`config.mk`:
```
export PLATFORM = sky130hd
export DESIGN_NAME = sram_1rw1r_wmask
export DESIGN_NICKNAME = d
export VERILOG_FILES = /design/src/rtl/sram_1rw1r_wmask.sv
export SDC_FILE = /design/constraint.sdc
export NUM_CORES = 2
export LEC_CHECK = 0
export CORE_UTILIZATION = 28
export DETAILED_ROUTE_END_ITERATION = 8
export PLACE_DENSITY_LB_ADDON = 0.1
export SLEW_MARGIN = 30
export SYNTH_ARGS = -nofsm -noshare
export SYNTH_HDL_FRONTEND = slang
export SYNTH_SLANG_ARGS = --single-unit
```
`constraint.sdc`:
```
create_clock -name clk0 -period 9.6 [get_ports clk0]
set_clock_uncertainty 0.15 [all_clocks]
set_input_delay 2.4 -clock clk0 [delete_from_list [all_inputs] [get_ports clk0]]
set_output_delay 2.4 -clock clk0 [all_outputs]
set_load 0.05 [all_outputs]
```
`src/rtl/sram_1rw1r_wmask.sv`:
```
// Synchronous SRAM: port 0 is read/write with byte mask, port 1 is read-only, and reset zero-fills the array.
// Define SRAM_WR_FWD_EN so that a port 1 read colliding with a port 0 write returns the new word.
`timescale 1ns/1ps
module sram_1rw1r_wmask #(
    parameter int unsigned DATA_WIDTH     = 32,
    parameter int unsigned ADDR_WIDTH     = 6,
    parameter int unsigned RAM_DEPTH      = 1 << ADDR_WIDTH,
    parameter int unsigned WMASK_WIDTH    = DATA_WIDTH / 8,
    parameter int unsigned CLEAR_ON_RESET = 1
) (
    input  logic                   clk0,
    input  logic                   rst0,
    input  logic                   csb0,
    input  logic                   web0,
    input  logic [WMASK_WIDTH-1:0] wmask0,
    input  logic [ADDR_WIDTH-1:0]  addr0,
    input  logic [DATA_WIDTH-1:0]  din0,
    output logic [DATA_WIDTH-1:0]  dout0,
    input  logic                   csb1,
    input  logic [ADDR_WIDTH-1:0]  addr1,
    output logic [DATA_WIDTH-1:0]  dout1,
    output logic                   busy
);

    typedef enum logic {StClear, StReady} state_e;

    localparam logic [ADDR_WIDTH-1:0] PtrLast = ADDR_WIDTH'(RAM_DEPTH - 1);

    logic [DATA_WIDTH-1:0] mem [RAM_DEPTH];

    state_e                state_q, state_d;
    logic [ADDR_WIDTH-1:0] ptr_q, ptr_d;
    logic                  ready;
    logic                  wr_en, rd0_en, rd1_en;
    logic [DATA_WIDTH-1:0] rd1_word;

    assign ready  = (state_q == StReady);
    assign busy   = (state_q == StClear);
    assign wr_en  = ready && !csb0 && !web0;
    assign rd0_en = ready && !csb0 && web0;
    assign rd1_en = ready && !csb1;

    always_comb begin
        state_d = state_q;
        ptr_d   = ptr_q;
        if (state_q == StClear) begin
            ptr_d = ptr_q + ADDR_WIDTH'(1);
            if (ptr_q == PtrLast) begin
                state_d = StReady;
            end
        end
    end

    always_ff @(posedge clk0) begin
        if (rst0) begin
            state_q <= (CLEAR_ON_RESET != 0) ? StClear : StReady;
            ptr_q   <= '0;
        end else begin
            state_q <= state_d;
            ptr_q   <= ptr_d;
        end
    end

    // Port 1 sees the array before this edge's write unless forwarding is built in.
    always_comb begin
        rd1_word = mem[addr1];
`ifdef SRAM_WR_FWD_EN
        if (wr_en && (addr0 == addr1)) begin
            for (int i = 0; i < int'(WMASK_WIDTH); i++) begin
                if (wmask0[i]) begin
                    rd1_word[8*i +: 8] = din0[8*i +: 8];
                end
            end
        end
`endif
    end

    always_ff @(posedge clk0) begin
        if (!rst0) begin
            if (state_q == StClear) begin
                mem[ptr_q] <= '0;
            end else if (wr_en) begin
                for (int i = 0; i < int'(WMASK_WIDTH); i++) begin
                    if (wmask0[i]) begin
                        mem[addr0][8*i +: 8] <= din0[8*i +: 8];
                    end
                end
            end
        end
    end

    always_ff @(posedge clk0) begin
        if (rst0 || (state_q == StClear)) begin
            dout0 <= '0;
            dout1 <= '0;
        end else begin
            if (rd0_en) begin
                dout0 <= mem[addr0];
            end
            if (rd1_en) begin
                dout1 <= rd1_word;
            end
        end
    end

`ifndef SYNTHESIS
    always @(posedge clk0) begin
        if (!rst0 && ready) begin
            if (!csb0 && ($isunknown(addr0) || (!web0 && $isunknown(din0)))) begin
                $display("%0t sram warning: X/Z on port 0 address or data", $time);
            end
            if (!csb1 && $isunknown(addr1)) begin
                $display("%0t sram warning: X/Z on port 1 address", $time);
            end
            if (wr_en) begin
                $display("%0t sram p0 write addr=%0d data=%h mask=%b", $time, addr0, din0,
                         wmask0);
            end
            if (rd0_en) begin
                $display("%0t sram p0 read  addr=%0d data=%h", $time, addr0, mem[addr0]);
            end
            if (rd1_en) begin
                $display("%0t sram p1 read  addr=%0d data=%h", $time, addr1, rd1_word);
            end
        end
    end
`endif

endmodule

```
After elaboration in Yosys (flattened, before gate mapping)

Memories as Yosys holds them, arrays and structs flattened. A register that Yosys moved wholly into a read port is not among the register bits.
Index checks and enable logic that the tools add are counted.

Register bits: 7
Bits in writable memories: 2,048
Logic and storage cells: 43
Memories: 1

$add $sub $neg: 1
Equal/unequal tests: 1
Multiplexer cells: 28
Bitwise operators: 1
Reduce and logical (&&, ||, !) cells: 9

Memory list:

| name | words | width | rd ports | clocked after memory_dff | write ports | RTL line | source |
|---|---|---|---|---|---|---|---|
| mem  | 64    | 32    | 2        | 2                        | 1           | 29       | `logic [DATA_WIDTH-1:0] mem [RAM_DEPTH];` |

Operators with widths:

| cell                | count |
|---|---|
| $mux 32             | 1 |
| $reduce_or 32->1    | 1 |
| $mux 1              | 25 |
| $add 6x1->6 const B | 1 |
| $eq 6x6->1 const B  | 1 |
| $mux 6              | 1 |
| $logic_and 1x1->1   | 4 |
| $mux 4              | 1 |
| $logic_not 1->1     | 3 |
| $logic_or 1x1->1    | 1 |
| $not 1->1           | 1 |

Logic depth before layout (Yosys ltp)

Word-level depth: 9
Mapped depth: 10

Worst setup path before layout

No wires, ideal clock.

Kind: input-to-reg
From: input port rst0
To: memory mem[0][10] (data pin)
Setup time: 367 ps
Arrival time: 4,575 ps
Setup slack: 4,507 ps
Stages on the path: 6
Path buffers: 3
Cell sequence: nand2b_1 buf_6 nor4_4 buf_6 clkbuf_1 and2_1

Longest elaborated chain between the ends: 4

Ends and longest elaborated chain:

| element                        | RTL line | source |
|---|---|---|
| start: declaration             | 12       | `input logic rst0,` |
| $mux 1                         | 79       | `if (!rst0) begin` |
| $mux 1 (not written as such)   | 85       | `mem[addr0][8*i +: 8] <= din0[8*i +: 8];` |
| $reduce_or 32->1 (no line) (*) | -        |  |
| $mux 32 (no line) (*)          | -        |  |
| end: declaration               | 29       |  |

Every way passes the cells marked *; elsewhere a longest branch is shown, timed or not.

Final worst setup path

From: input port rst0
To: memory mem[15][15] (enable)

Longest elaborated chain between the ends: 4

Ends and longest elaborated chain:

| element                                    | RTL line |
|---|---|
| $mux 1                                     | 79 |
| $mux 1 (not written as such)               | 85 |
| $reduce_or 32->1 (no line)                 | - |
| $mux 6 (no line) or $mux 4 (tied branches) | - |

Several ways; a longest one is shown, not always the timed one.

==> results.json <==
{
  "status": "complete, no violations",
  "syn_nets": 5282,
  "grt_setup_unrepaired": "false",
  "worstPathRequired_ns": 9.97,
  "yosysSeqAreaShare_pct": 63.7,
  "finalSetupTns_ns": 0,
  "finalCritPeriodShare_pct": 71.7,
  "peakVddDrop_uv": 153,
  "maxSlewViolCount": 0,
  "ant_nets": 0,
  "period_minus_slack_ns": 6.89,
  "drt_iter0_drc": 7063,
  "startpoint_type": "primary input",
  "die-area_um2": 355000,
  "crit_arrival_ns": 7.26,
  "cts-root-buf": "clkbuf_16",
  "tightest_slew_ns": 1.09,
  "regArea_um2": 62900,
  "fp.coreArea_um2": 350000,
  "max_slew_margin_pct": 27.5,
  "ys_types": 65,
  "antenna_found_initial": 35,
  "max_cap_viol_count": 0,
  "first_global_vias": 57900,
  "portBuffers": 117,
  "clock_latency_ns": 0.91,
  "cts_max_level": 4,
  "firstDrtPassIters": 5,
  "routed_wl_mm": 418,
  "start_util_pct": 28.2,
  "grt_remaining_overflow": 0,
  "grt_max_degree": 111,
  "die_h_um": 596,
  "ys_async_sr_fraction_pct": 0,
  "num_io_pins": 118,
  "synth-edff-count": 2048,
  "row_count": 217,
  "p_leak_nw": 38.6,
  "cts_tree": "built",
  "syn-cell-area_um2": 98800,
  "multi_input_area_um2": 33500,
  "p_total_mw": 20.9,
  "viasPerCell": 5.71,
  "cts.sinks": 2119,
  "p_per_area_nw_per_um2": 184,
  "route.detailed.wl_per_inst_um": 41.3,
  "fmax_mhz": 145,
  "synth_ff_type": "edfxtp_1",
  "n_fill_cell": 33300,
  "cts.repair.resized": 0,
  "dp_hpwl_mm": 279,
  "area_growth_syn_to_layout_pct": 14.6,
  "die_x_um": 596,
  "gp_congestion": 0.841,
  "netlist_instances": 5228,
  "drive_gt1_share_pct": 29.8,
  "drc": 0,
  "post_cts_buffers": 0,
  "critical_path_class": "in -> reg",
  "hp-class": "reg -> reg",
  "global_route.usage.total_pct": 23.2,
  "path_clk_slew_ns": 0.07,
  "grt_first_pass_wirelength_mm": 559,
  "r2r_slack_ns": 4.34,
  "vias": 57800,
  "final_nets": 5368,
  "synth_seq_cells": 2119,
  "holdBufCountCts": 0,
  "numCtsBuffers": 239,
  "syn_avg_cell_area_um2": 18.9,
  "ys_warn_count": 0,
  "setup_violations": 0,
  "report.final.hold_viol_count": 0,
  "crit_path_max_fanout": 42,
  "worst_hold_slack_ns": 0.330,
  "crit_path_end_kind": "register",
  "cts_buffer_depth": 4
}
-- area by class of cell --
class                      count  share of cell area, %
clock buffer                 278                   5.55
multi-input combinational   2654                   29.6
tap                         4599                   5.08
sequential                  2119                   55.6
timing repair buffer         263                   2.42
inverter                      37                  0.137
antenna                       10                 0.0221
clock inverter               164                   1.59
-- registers in the layout (all words and copies together), names as in the netlist --
register  flops
ptr_q         6
dout1        32
dout0        32
ready         1
mem        2048
-- per-layer routing --
layer / track usage (%) / share of wire (%) / vias to the layer above
met4: 6.40 / 3.1 / 10
met3: 3.19 / 6.1 / 474
li1: - / - / 22500
met1: 33.0 / 44 / 32200
met2: 36.9 / 47 / 2655
met5: 0 / 0.017 / -
-- logic make-up (layout without fill, tap and decap cells) --
family | Yosys count | in the layout | synth area share (%)
flip-flops | 2119 | 2119 | 63.7
multiplexers | 1372 | 1372 | 26.4
AND/OR/NAND/NOR | 750 | 750 | 3.36
AO/OA/AOI/OAI | 527 | 527 | 3.92
buffers and inverters | 455 | 742 | 2.63
XOR/XNOR | 4 | 4 | 0.0355
adder cells (fa/ha/maj) | 1 | 1 | 0.0127
other | 0 | 10 | 0
-- Yosys cell counts (10+ instances only) --
cell	instances	area, um2
buf_6	81	912
mux2i_1	362	3620
and2_1	70	438
o21ai_0	29	145
dfxtp_1	71	1420
a31oi_1	21	131
nand2_1	179	672
mux2_2	24	270
nand3_1	43	215
nor2_1	378	1420
edfxtp_1	2048	61500
inv_1	36	135
buf_4	43	323
clkbuf_1	166	623
o22ai_1	114	713
buf_1	38	143
buf_2	89	445
o221ai_1	105	920
a2111oi_0	13	114
o221a_2	10	113
mux4_2	983	22100
a21o_1	19	143
a211oi_1	15	113
a21oi_1	67	335
a22oi_1	32	240
nand4_1	10	62.6
a32o_1	11	110
or3_1	10	62.6
a221oi_1	59	517
-- through the flow --
stage	cell area, um2	setup slack [ns]	std cells	util (%)
final	113000	2.71	10100	32.3
after global routing	113000	2.62	10100	32.3
after CTS	113000	2.78	10100	32.3
after detailed placement	105000	1.85	9671	30.0
after global placement	105000	2.05	9654	29.9
after floorplan	98800	4.51	5228	-
-- layout by cell type (no fill, tap or decap), types with 32 or more instances in the layout --
cell type | Yosys | layout
nand3_1 | 43 | 41
mux4_2 | 983 | 983
nor2_1 | 378 | 374
dfxtp_1 | 71 | 71
a221oi_1 | 59 | 59
nand2_1 | 179 | 169
inv_1 | 36 | 33
o221ai_1 | 105 | 105
clkbuf_16 | 0 | 243
mux2i_1 | 362 | 359
a22oi_1 | 32 | 32
o22ai_1 | 114 | 114
a21oi_1 | 67 | 64
edfxtp_1 | 2048 | 2048
buf_4 | 43 | 106
clkdlybuf4s50_1 | 0 | 101
clkinv_1 | 0 | 38
clkinv_2 | 0 | 48
bufinv_16 | 0 | 35
and2_1 | 70 | 37
-- worst max-delay path: stages --
cell and delay [ns]:
clkdlybuf4s50_1 0.84, nand2b_4 0.35, nor4_4 0.76, buf_4 0.72
mux2i_2 0.60, nand2_4 0.66, nor2_1 0.85
-- where the power goes --
part | leakage [nW] | switching [mW] | total, mW | internal [mW]
Combinational | 12.0 | 0.772 | 1.22 | 0.448
Sequential | 22.7 | 0.0197 | 10.0 | 10.0
Clock | 3.92 | 4.01 | 9.63 | 5.62
Total | 38.6 | 4.80 | 20.9 | 16.1
-- worst paths after layout --
path	cells after the start	end	start
hold reg to reg	2	dout0[30]	dout0[30]
setup / recovery	7	mem[15][15]	rst0
setup reg to reg	6	mem[15][15]	ready
hold / removal	2	dout0[30]	dout0[30]
Note: power is estimated with default switching activity, not from simulation.
